===== src/rtl/bcd_ascii_pkg.sv =====
// Shared types, ASCII constants and digit encoding for the BCD-to-ASCII serialiser.
package bcd_ascii_pkg;

  typedef enum logic [1:0] {
    IDLE = 2'd0,
    SEND = 2'd1,
    TERM = 2'd2
  } state_t;

  localparam logic [7:0] ASCII_ZERO = 8'h30;
  localparam logic [7:0] ASCII_ERR  = 8'h3F;
  localparam logic [7:0] ASCII_CR   = 8'h0D;
  localparam logic [7:0] ASCII_LF   = 8'h0A;

  function automatic logic [7:0] digit_to_ascii(input logic [3:0] d);
    logic [7:0] c;
    if (d <= 4'd9) begin
      c = ASCII_ZERO | {4'h0, d};
    end else begin
      c = ASCII_ERR;
    end
    return c;
  endfunction

endpackage


===== src/rtl/lead_digit_enc.sv =====
// Priority encoder: index of the most significant non-zero nibble of a BCD word,
// 0 for an all-zero word. Invalid nibbles (10..15) count as non-zero.
module lead_digit_enc
  import bcd_ascii_pkg::*;
#(
  parameter  int DIGITS = 6,
  localparam int IW     = (DIGITS > 1) ? $clog2(DIGITS) : 1
) (
  input  logic [4*DIGITS-1:0] bcd,
  output logic [IW-1:0]       idx
);

  // Later (higher) non-zero digits override earlier ones.
  always_comb begin
    idx = {IW{1'b0}};
    for (int k = 0; k < DIGITS; k++) begin
      if (bcd[4*k +: 4] != 4'h0) begin
        idx = IW'(k);
      end else begin
        idx = idx;
      end
    end
  end

endmodule


===== src/rtl/bcd_ascii_tx.sv =====
// Serialises a packed BCD word to ASCII, MSD first, with leading-zero suppression.
// Define BCD_ASCII_CRLF_EN to append CR/LF after each word (m_last then marks LF).
module bcd_ascii_tx
  import bcd_ascii_pkg::*;
#(
  parameter int DIGITS = 6
) (
  input  logic                clk,
  input  logic                rst_n,
  input  logic [4*DIGITS-1:0] s_bcd,
  input  logic                s_valid,
  output logic                s_ready,
  output logic [7:0]          m_char,
  output logic                m_valid,
  input  logic                m_ready,
  output logic                m_last,
  output logic                busy
);

  localparam int IW = (DIGITS > 1) ? $clog2(DIGITS) : 1;
  localparam int W  = 4 * DIGITS;

  state_t          state, n_state;
  logic [IW-1:0]   idx, n_idx, lead;
  logic [W-1:0]    word, n_word;
  logic [7:0]      n_char;
  logic            n_valid, n_last;
  logic [IW-1:0]   idx_dec;

  function automatic logic [3:0] nibble(input logic [W-1:0] w, input logic [IW-1:0] i);
    logic [3:0] n;
    n = 4'h0;
    for (int k = 0; k < DIGITS; k++) begin
      if (i == IW'(k)) begin
        n = w[4*k +: 4];
      end else begin
        n = n;
      end
    end
    return n;
  endfunction

  lead_digit_enc #(.DIGITS(DIGITS)) u_lead (
    .bcd (s_bcd),
    .idx (lead)
  );

  assign s_ready = (state == IDLE);
  assign busy    = (state != IDLE);
  assign idx_dec = idx - IW'(1);

  // Next-state, digit index and output-register decode.
  always_comb begin
    n_state = state;
    n_idx   = idx;
    n_word  = word;
    n_char  = m_char;
    n_valid = m_valid;
    n_last  = m_last;
    case (state)
      IDLE: begin
        if (s_valid) begin
          n_word  = s_bcd;
          n_idx   = lead;
          n_char  = digit_to_ascii(nibble(s_bcd, lead));
          n_valid = 1'b1;
`ifdef BCD_ASCII_CRLF_EN
          n_last  = 1'b0;
`else
          n_last  = (lead == {IW{1'b0}});
`endif
          n_state = SEND;
        end else begin
          n_state = IDLE;
        end
      end
      SEND: begin
        if (m_ready) begin
          if (idx != {IW{1'b0}}) begin
            n_idx  = idx_dec;
            n_char = digit_to_ascii(nibble(word, idx_dec));
`ifdef BCD_ASCII_CRLF_EN
            n_last = 1'b0;
`else
            n_last = (idx_dec == {IW{1'b0}});
`endif
          end else begin
`ifdef BCD_ASCII_CRLF_EN
            n_char  = ASCII_CR;
            n_last  = 1'b0;
            n_state = TERM;
`else
            n_valid = 1'b0;
            n_last  = 1'b0;
            n_state = IDLE;
`endif
          end
        end else begin
          n_state = SEND;
        end
      end
`ifdef BCD_ASCII_CRLF_EN
      TERM: begin
        if (m_ready) begin
          // CR is always followed by LF; LF's handshake ends the word.
          if (m_char == ASCII_CR) begin
            n_char = ASCII_LF;
            n_last = 1'b1;
          end else begin
            n_valid = 1'b0;
            n_last  = 1'b0;
            n_state = IDLE;
          end
        end else begin
          n_state = TERM;
        end
      end
`endif
      default: begin
        n_state = IDLE;
        n_valid = 1'b0;
        n_last  = 1'b0;
        n_idx   = {IW{1'b0}};
      end
    endcase
  end

  // State and output registers.
  always_ff @(posedge clk or negedge rst_n) begin
    if (!rst_n) begin
      state   <= IDLE;
      idx     <= {IW{1'b0}};
      word    <= {W{1'b0}};
      m_char  <= 8'h00;
      m_valid <= 1'b0;
      m_last  <= 1'b0;
    end else begin
      state   <= n_state;
      idx     <= n_idx;
      word    <= n_word;
      m_char  <= n_char;
      m_valid <= n_valid;
      m_last  <= n_last;
    end
  end

endmodule


===== config.mk =====
export PLATFORM = sky130hd
export DESIGN_NAME = bcd_ascii_tx
export DESIGN_NICKNAME = d
export VERILOG_FILES = /design/src/rtl/bcd_ascii_pkg.sv /design/src/rtl/lead_digit_enc.sv /design/src/rtl/bcd_ascii_tx.sv
export SDC_FILE = /design/constraint.sdc
export NUM_CORES = 1
export LEC_CHECK = 0
export BUFFER_PORTS_ARGS = -buffer_cell sky130_fd_sc_hd__buf_4
export CAP_MARGIN = 10
export CORE_UTILIZATION = 55
export CTS_CLUSTER_DIAMETER = 150
export DETAILED_ROUTE_END_ITERATION = 16
export GPL_TIMING_DRIVEN = 0
export MAX_ROUTING_LAYER = met4
export PLACE_DENSITY = 0.84
export SLEW_MARGIN = 40
export SYNTH_ARGS = -nofsm -noshare
export SYNTH_HDL_FRONTEND = slang
export SYNTH_HIERARCHICAL = 1
export SYNTH_SLANG_ARGS = --single-unit

===== constraint.sdc =====
create_clock -name clk -period 2.16 [get_ports clk]
set_input_delay 0.432 -clock clk [delete_from_list [all_inputs] [get_ports clk]]
set_output_delay 0.432 -clock clk [all_outputs]
set_load 0.03 [all_outputs]

==> results of run 1 <==
final cells by class:
cell class | count | area [sq um] | share of cell area, %
Buffer | 11 | 67.6 | 2.53
Clock buffer | 7 | 76.3 | 2.86
Clock inverter | 1 | 5.00 | 0.187
Inverter | 4 | 15.0 | 0.562
Multi-Input combinational cell | 182 | 1180 | 44.3
Sequential cell | 35 | 876 | 32.8
Tap cell | 46 | 57.6 | 2.15
Timing Repair Buffer | 49 | 390 | 14.6
power breakdown:
part           internal, W  total, W  switching [W]
Combinational     0.000716   0.00179        0.00108
Clock             0.000226  0.000461       0.000235
Sequential        0.000956   0.00116       0.000207
flip-flops by register name (all words and copies together), names as in the netlist:
signal,flops
idx,3
m_char,5
m_last,1
m_valid,1
state,1
word,24
placed cells by master, fill, tap and decap left out, drive strengths merged, types with 2 or more instances in the layout:
cell    count
o221ai      3
a21oi       8
clkinv      2
nand3       3
dfrtp      35
nor2       11
nand2b      7
mux2i       8
buf        58
a22oi       5
nor2b       4
a221oi      2
o21ai       7
or2         2
a31oi       3
o211ai      3
mux4        2
conb        2
inv         3
a211oi      3
o22ai       2
clkbuf      9
ha          5
nor4        5
nand2      81
nor3        4
layer usage:
metal	share of wire, %	routed length [um]	track usage [%]	up-vias
met5	0	0	-	-
met4	4.9	294	15.9	0
met3	9.5	574	7.43	30
met2	48	2870	48.3	128
met1	38	2270	38.6	948
li1	-	-	-	922
cells by family after synthesis:
group,after synthesis
and+or+nand+nor,118
adders and majority gates,5
DFF,35
AOI/OAI and AO/OA,46
muxes,10
buffers and inverters,16
xor gates and xnor gates,1
other,1
what timing repair did:
action                                  4_1_cts  5_1_grt
pin swaps                                     8        8
gates resized for setup                       7       11
hold buffers                                  0        0
endpoints found under the setup margin        4        4
setup buffers                                 6        6
final timing paths:
check	cells past startpoint	slack, ps	end	from
worst max-delay path	12	-260	m_char[0]	s_bcd[9]
worst min-delay path	1	80	m_char[4]	rst_n
worst max register to register	9	-60	m_char[0]	idx[0]
worst min register to register	2	480	word[17]	word[17]
max in group asynchronous	1	1770	word[23]	rst_n
min in group clk	3	340	word[3]	s_bcd[3]
critical path, cell delays in order:
cell and delay [ps]:
buf_8 100, nor4_4 350, o41ai_2 150, a31oi_2 190, buf_6 170, buf_6 110
mux2i_1 210, o22ai_1 110, or2_4 280, o21ai_0 180, o2111ai_1 160, o221a_2 160
metrics by stage:
| step | std cells | power, W | setup slack, ps |
|---|---|---|---|
| final | 335 | 0.00342 | -259 |
| after global routing | 335 | 0.00366 | -327 |
| after CTS | 330 | 0.00331 | -234 |
| after detailed placement | 316 | 0.00285 | -649 |
| after global placement | 316 | 0.00278 | -607 |
| after floorplan | 233 | 0.00234 | -198 |
==> out/qor.log, run 1 <==
qor: run_status.status finished with violations
qor: run_status.violated_checks negative setup slack
qor: synthesis.yosysMostFrequentCell nand2_1
qor: critical_path.cp_data_arrival_time 2610 ps
qor: drt.drt_first_iter_violations 220
qor: global_route.grt_pass1_vias 1877
qor: floorplan.start_util 59.7%
qor: drt.routed_wl 6.01 mm
qor: drt.firstDrtPassIters 5
qor: clocking.clock-root-buffer clkbuf_8
qor: power.powerDensity 1280 nW/um^2
qor: placement.hpwlAfterDp 3.98 mm
qor: synthesis.ys_top_cells_by_area dfrtp_1 42%, nand2_1 15%, mux2i_1 3.9%
qor: layout.synthToLayoutAreaGrowth 29.1%
qor: sta.final_max_slew_viols 0
qor: critical_path.required 2350 ps
qor: clocking.clkTransAtPathRegs 70 ps
qor: sta.period_needed 2420 ps
qor: clocking.tritoncts done
qor: sta.finalWorstSetupSlack -259 ps
qor: clocking.cts_made_buffers 5
qor: synthesis.number_of_warnings_printed_during_yosys_synthesis 6
qor: critical_path.end_kind flop
qor: sta.final.hold.worst_slack 78.1 ps
qor: floorplan.count_of_standard_cell_rows 21
qor: synthesis.synth_compound_area_share 16.6%
qor: sta.layout_worst_path_cycle_share 112%
qor: synthesis.post_synth_instance_area 2070 sq um
qor: floorplan.die_area 4010 sq um
qor: sta.setup_repair_after_global_routing_missed_its_margin true
qor: synthesis.synth.cells.most_frequent 81 x nand2_1, 35 x dfrtp_1, 11 x nor2_1
qor: synthesis.synthSimpleGateAreaFrac 26.7%
qor: floorplan.die_width 63.3 um
qor: drt.routed-via-count 2028
qor: power.max-vdd-ir-drop 0.810 mV
qor: placement.place_area 2410 sq um
qor: synthesis.synth.lib_cells_used.distinct 50
qor: critical_path.cp-start-kind input pin
qor: layout.final_layout_size_suffix_gt1_share 28.4%
qor: sta.final-setup-viol-count 4
qor: placement.io_buffers 37
qor: synthesis.synthArstFlopShare 100%
qor: critical_path.timing.critical_path.fanout_max 7
qor: floorplan.fp.coreArea 3470 sq um
qor: layout.design.final.nets 321
qor: drt.routed_length_per_placed_instance 17.9 um
qor: layout.final_design_area_no_fill 2670 sq um
qor: sta.setup_total_negative_slack -786 ps
qor: power.power.static_leakage 1.30 nW
qor: synthesis.synth_top_area_share 42.3%
qor: sta.finalHoldViolations 0
qor: synthesis.yosys_register_bits 35
qor: drt.ant_nets 0
qor: clocking.clockBufferDepth 2
qor: synthesis.post-synth-top-area-cell dfrtp_1
qor: run.max_cap_violations 0
qor: global_route.groute.usage.overall 31.4%
qor: drt.via_per_inst 6.05
qor: clocking.cts_num_sinks 35
qor: synthesis.synth_ff_type dfrtp_1
qor: layout.insertedDiodeCount 0
qor: layout.finish.utilization 77.1%
qor: floorplan.ios 40
qor: synthesis.synth.avg_cell_area 8.92 sq um
qor: synthesis.ys_seq_area_share 42.3%
qor: drt.drcViolationCount 0
qor: synthesis.number_of_enable_type_register_cells_in_the_synthesized_netlist 0
qor: placement.gp_routability_congestion 0.995
qor: hold_path.min_path_type input pin to asynchronous set/reset pin
qor: global_route.grt_first_pass_wirelength 9.20 mm
qor: floorplan.floorplan.die.height 63.3 um
qor: sta.clock_skew 5.55 ps
qor: sta.achievable-frequency 413 MHz
qor: global_route.antenna_violations_before_repair 0
qor: synthesis.yosys.area_share.adder 3.02%
qor: layout.nFillCells 251
qor: global_route.grt_max_degree 36
qor: synthesis.synth_top_family_by_area simple AND/OR/NAND/NOR gates
qor: global_route.grt_overflow_total 0
qor: clocking.worst_skew_pair.late_latency 290 ps
qor: clocking.cts.htree.levels 2
qor: synthesis.yosys.area_share.xor_xnor 0.786%
qor: synthesis.synthesized_instance_count 232
qor: critical_path.worst-setup-path-type input pin to flop
qor: synthesis.synthMuxAreaShare 6.23%
Note: power is estimated with default switching activity, not from simulation.
==> inputs of run 2 (changes only) <==
--- a/config.mk
+++ b/config.mk
@@ -5,14 +5,15 @@
 export SDC_FILE = /design/constraint.sdc
 export NUM_CORES = 1
 export LEC_CHECK = 0
+export ABC_AREA = 1
 export BUFFER_PORTS_ARGS = -buffer_cell sky130_fd_sc_hd__buf_4
 export CAP_MARGIN = 10
-export CORE_UTILIZATION = 55
+export CORE_UTILIZATION = 56
 export CTS_CLUSTER_DIAMETER = 150
 export DETAILED_ROUTE_END_ITERATION = 16
 export GPL_TIMING_DRIVEN = 0
 export MAX_ROUTING_LAYER = met4
-export PLACE_DENSITY = 0.84
+export PLACE_DENSITY = 0.85
 export SLEW_MARGIN = 40
 export SYNTH_ARGS = -nofsm -noshare
 export SYNTH_HDL_FRONTEND = slang
==> out/qor.log, run 2 <==
qor: run_status.status finished with violations
qor: run_status.violated_checks negative setup slack
qor: drt.routed_length_per_placed_instance 13.5 um
qor: critical_path.crit-reg2reg-launch idx[0]
qor: synthesis.synth.lib_cells_used.distinct 28
qor: sta.finalHoldViolations 0
qor: layout.largest_register_ffs 24
qor: critical_path.worst_path_largest_cell_delay 290 ps
qor: layout.design.final.nets 421
qor: placement.place_area 2560 sq um
qor: power.share_comb_of_total_power 54.0%
qor: power.power_frac_seq 32.6%
qor: layout.final_cells 437
qor: sta.setup_total_negative_slack -43.1 ps
qor: hold_path.min_path_type input pin to asynchronous set/reset pin
qor: layout.top_register word
qor: critical_path.crit_top_cell nand2_1
qor: power.powerDensity 1230 nW/um^2
qor: floorplan.count_of_standard_cell_rows 22
qor: run.max_cap_violations 0
qor: global_route.groute.usage.overall 29.1%
qor: critical_path.setup.worst_path.start s_bcd[20]
qor: drt.routed_wl 5.88 mm
qor: clocking.worst_skew_pair.late_latency 280 ps
qor: power.net-switching-power 0.00164 W
qor: power.power.static_leakage 1.55 nW
qor: synthesis.synth_top_area_share 39.4%
qor: sta.finalWorstSetupSlack -23.9 ps
qor: clocking.cts_made_buffers 5
qor: layout.insertedDiodeCount 0
qor: critical_path.timing.critical_path.fanout_max 5
qor: global_route.grt_max_degree 36
qor: sta.layout_worst_path_cycle_share 101%
qor: placement.numPlacedInstances 417
qor: drt.drt_first_iter_violations 182
qor: critical_path.cp-start-kind input pin
qor: global_route.grt_first_pass_wirelength 9.04 mm
qor: critical_path.end_kind flop
qor: synthesis.synth.cells.most_frequent 122 x nand2_1, 39 x inv_1, 35 x dfrtp_1
qor: power.p_int 0.00183 W
qor: floorplan.die_area 4220 sq um
qor: drt.ant_nets 0
qor: placement.io_buffers 37
qor: critical_path.timing.critical_path.slowest_stage_cell nor3b_4
qor: global_route.gr-usage-met2 45.4%
qor: critical_path.r2r_setup_slack 160 ps
qor: drt.drcViolationCount 0
qor: synthesis.number_of_warnings_printed_during_yosys_synthesis 6
qor: floorplan.die_width 65.0 um
qor: global_route.antenna_violations_before_repair 0
qor: critical_path.cp_data_arrival_time 2410 ps
qor: layout.finish.utilization 75.5%
qor: power.max-vdd-ir-drop 0.627 mV
qor: critical_path.worst_r2r_endpoint m_char[0]
qor: global_route.grt_busiest_layer met2
qor: sta.period_needed 2180 ps
qor: layout.synthToLayoutAreaGrowth 27.3%
qor: drt.via_per_inst 5.22
qor: sta.final-setup-viol-count 2
qor: clocking.clockBufferDepth 2
qor: layout.register_area 876 sq um
qor: placement.gp_routability_congestion 0.956
qor: floorplan.start_util 59.3%
qor: layout.nFillCells 296
qor: clocking.cts.htree.levels 2
qor: synthesis.synth.avg_cell_area 6.71 sq um
qor: floorplan.floorplan.die.height 65.0 um
qor: layout.final_common_cell nand2_1
qor: layout.final_design_area_no_fill 2830 sq um
qor: clocking.clock-root-buffer clkbuf_8
qor: global_route.use_met1 38.7%
qor: floorplan.fp.coreArea 3740 sq um
qor: drt.routed-via-count 2281
qor: power.sw_frac_of_total 47.2%
qor: global_route.global_route.usage.met3 4.75%
qor: sta.final.hold.worst_slack 90.4 ps
qor: clocking.cts_num_sinks 35
qor: synthesis.number_of_enable_type_register_cells_in_the_synthesized_netlist 0
qor: critical_path.crit_chain buf_6, nor2_4, nor3b_4, nand2_4, nor2_4, inv_4, nor3_4, nand2_1, o21ai_1, nor2_1, a21oi_2, nand2_2, a21oi_2, nand2_1, nand2_1
qor: critical_path.required 2380 ps
qor: synthesis.post-synth-top-area-cell dfrtp_1
qor: clocking.clkTransAtPathRegs 70 ps
qor: sta.achievable-frequency 458 MHz
qor: synthesis.synth_ff_type dfrtp_1
qor: synthesis.ys_seq_area_share 39.4%
qor: power.clockPowerShare 13.4%
qor: critical_path.worst-setup-path-type input pin to flop
qor: synthesis.synthesized_instance_count 331
qor: synthesis.post_synth_instance_area 2220 sq um
qor: placement.hpwlAfterDp 4.17 mm
qor: layout.reg.largest.list word (24), m_char (5), idx (3)
qor: sta.final_max_slew_viols 0
qor: synthesis.synthArstFlopShare 100%
qor: global_route.grt_overflow_total 0
qor: drt.firstDrtPassIters 6
qor: layout.final_layout_size_suffix_gt1_share 24.4%
qor: layout.most_used_cells_in_the_layout_excluding_fill_and_tap_cells 119 x nand2_1, 50 x buf_4, 38 x inv_1, 35 x dfrtp_1, 25 x nor2_1
qor: critical_path.reg2regPathDepth 13
qor: synthesis.yosysMostFrequentCell nand2_1
qor: floorplan.ios 40
qor: global_route.grt_pass1_vias 1985
qor: clocking.tritoncts done
qor: sta.clock_skew 5.09 ps
qor: synthesis.yosys_register_bits 35
qor: synthesis.ys_top_cells_by_area dfrtp_1 39%, nand2_1 21%, inv_1 6.6%
qor: layout.multi_input_comb_area 1200 sq um
==> run 2: cell count changes after synthesis, moves of 8 or more <==
cell | previous run | this run
o21ai_0 | 6 | 20
mux2i_1 | 8 | 0
nand2_1 | 81 | 122
nand3_1 | 3 | 25
nor2_1 | 11 | 32
inv_1 | 3 | 39
==> run 2: power groups by stage <==
stage	combinational (W)	sequential (W)	clock, W
detailed placement	0.00176	0.00114	0
finish	0.00187	0.00113	0.000466
CTS	0.00177	0.00113	0.000468
global placement	0.00171	0.00113	0
floorplan	0.00118	0.00121	0
global route	0.00211	0.00117	0.000494
==> run 2: stage by stage <==
stage / total power (W) / setup WS (ps)
floorplan: 0.00239 / 44.9
global placement: 0.00284 / -559
detailed placement: 0.00291 / -553
CTS: 0.00337 / 18.1
global route: 0.00377 / -103
finish: 0.00346 / -23.9
==> run 2: worst max-delay path by stage <==
stage / slack [ps] / endpoint
CTS: 20 / m_char[1]
global route: -100 / m_char[1]
floorplan: 40 / m_char[0]
finish: -20 / m_char[0]
global placement: -560 / m_char[2]
detailed placement: -550 / m_char[1]
==> run 2: logic make-up (layout without fill, tap and decap cells) <==
| group | count (synthesis) | in the layout | share of synthesized area [%] |
|---|---|---|---|
| AOI/OAI and AO/OA | 35 | 35 | 8.45 |
| buffers and inverters | 53 | 110 | 9.97 |
| and+or+nand+nor | 202 | 202 | 39.2 |
| other | 1 | 2 | 0.169 |
| DFF | 35 | 35 | 39.4 |
| adders and majority gates | 5 | 5 | 2.82 |
==> run 2: critical path, delay by kind of cell <==
| family | cells | cell delay [ps] |
|---|---|---|
| buf+inv | 2 | 180 |
| simple gates | 10 | 1350 |
| compound gates | 3 | 430 |
==> run 2: timing repair <==
| action | CTS | global route |
|---|---|---|
| endpoints found under the setup margin | 4 | 5 |
| hold buffers | 0 | 0 |
| pin swaps | 0 | 11 |
| gates resized for setup | 3 | 23 |
| buffers inserted | 0 | 12 |
==> run 2: layout make-up <==
cell class,instances,share of cell area (%)
repair buffers,49,13.3
clock buffers,6,2.57
inverters,43,5.80
well taps,48,2.12
plain buffers,10,2.17
clock inverters,2,0.443
multi-input cells,244,42.6
flip-flops and latches,35,31.0
==> run 2: layer usage <==
metal  vias to the layer above  wire (um)
li1                       1143          -
met3                        11        411
met2                       104       2900
met1                      1023       2500
met4                         0         72
met5                         -          0
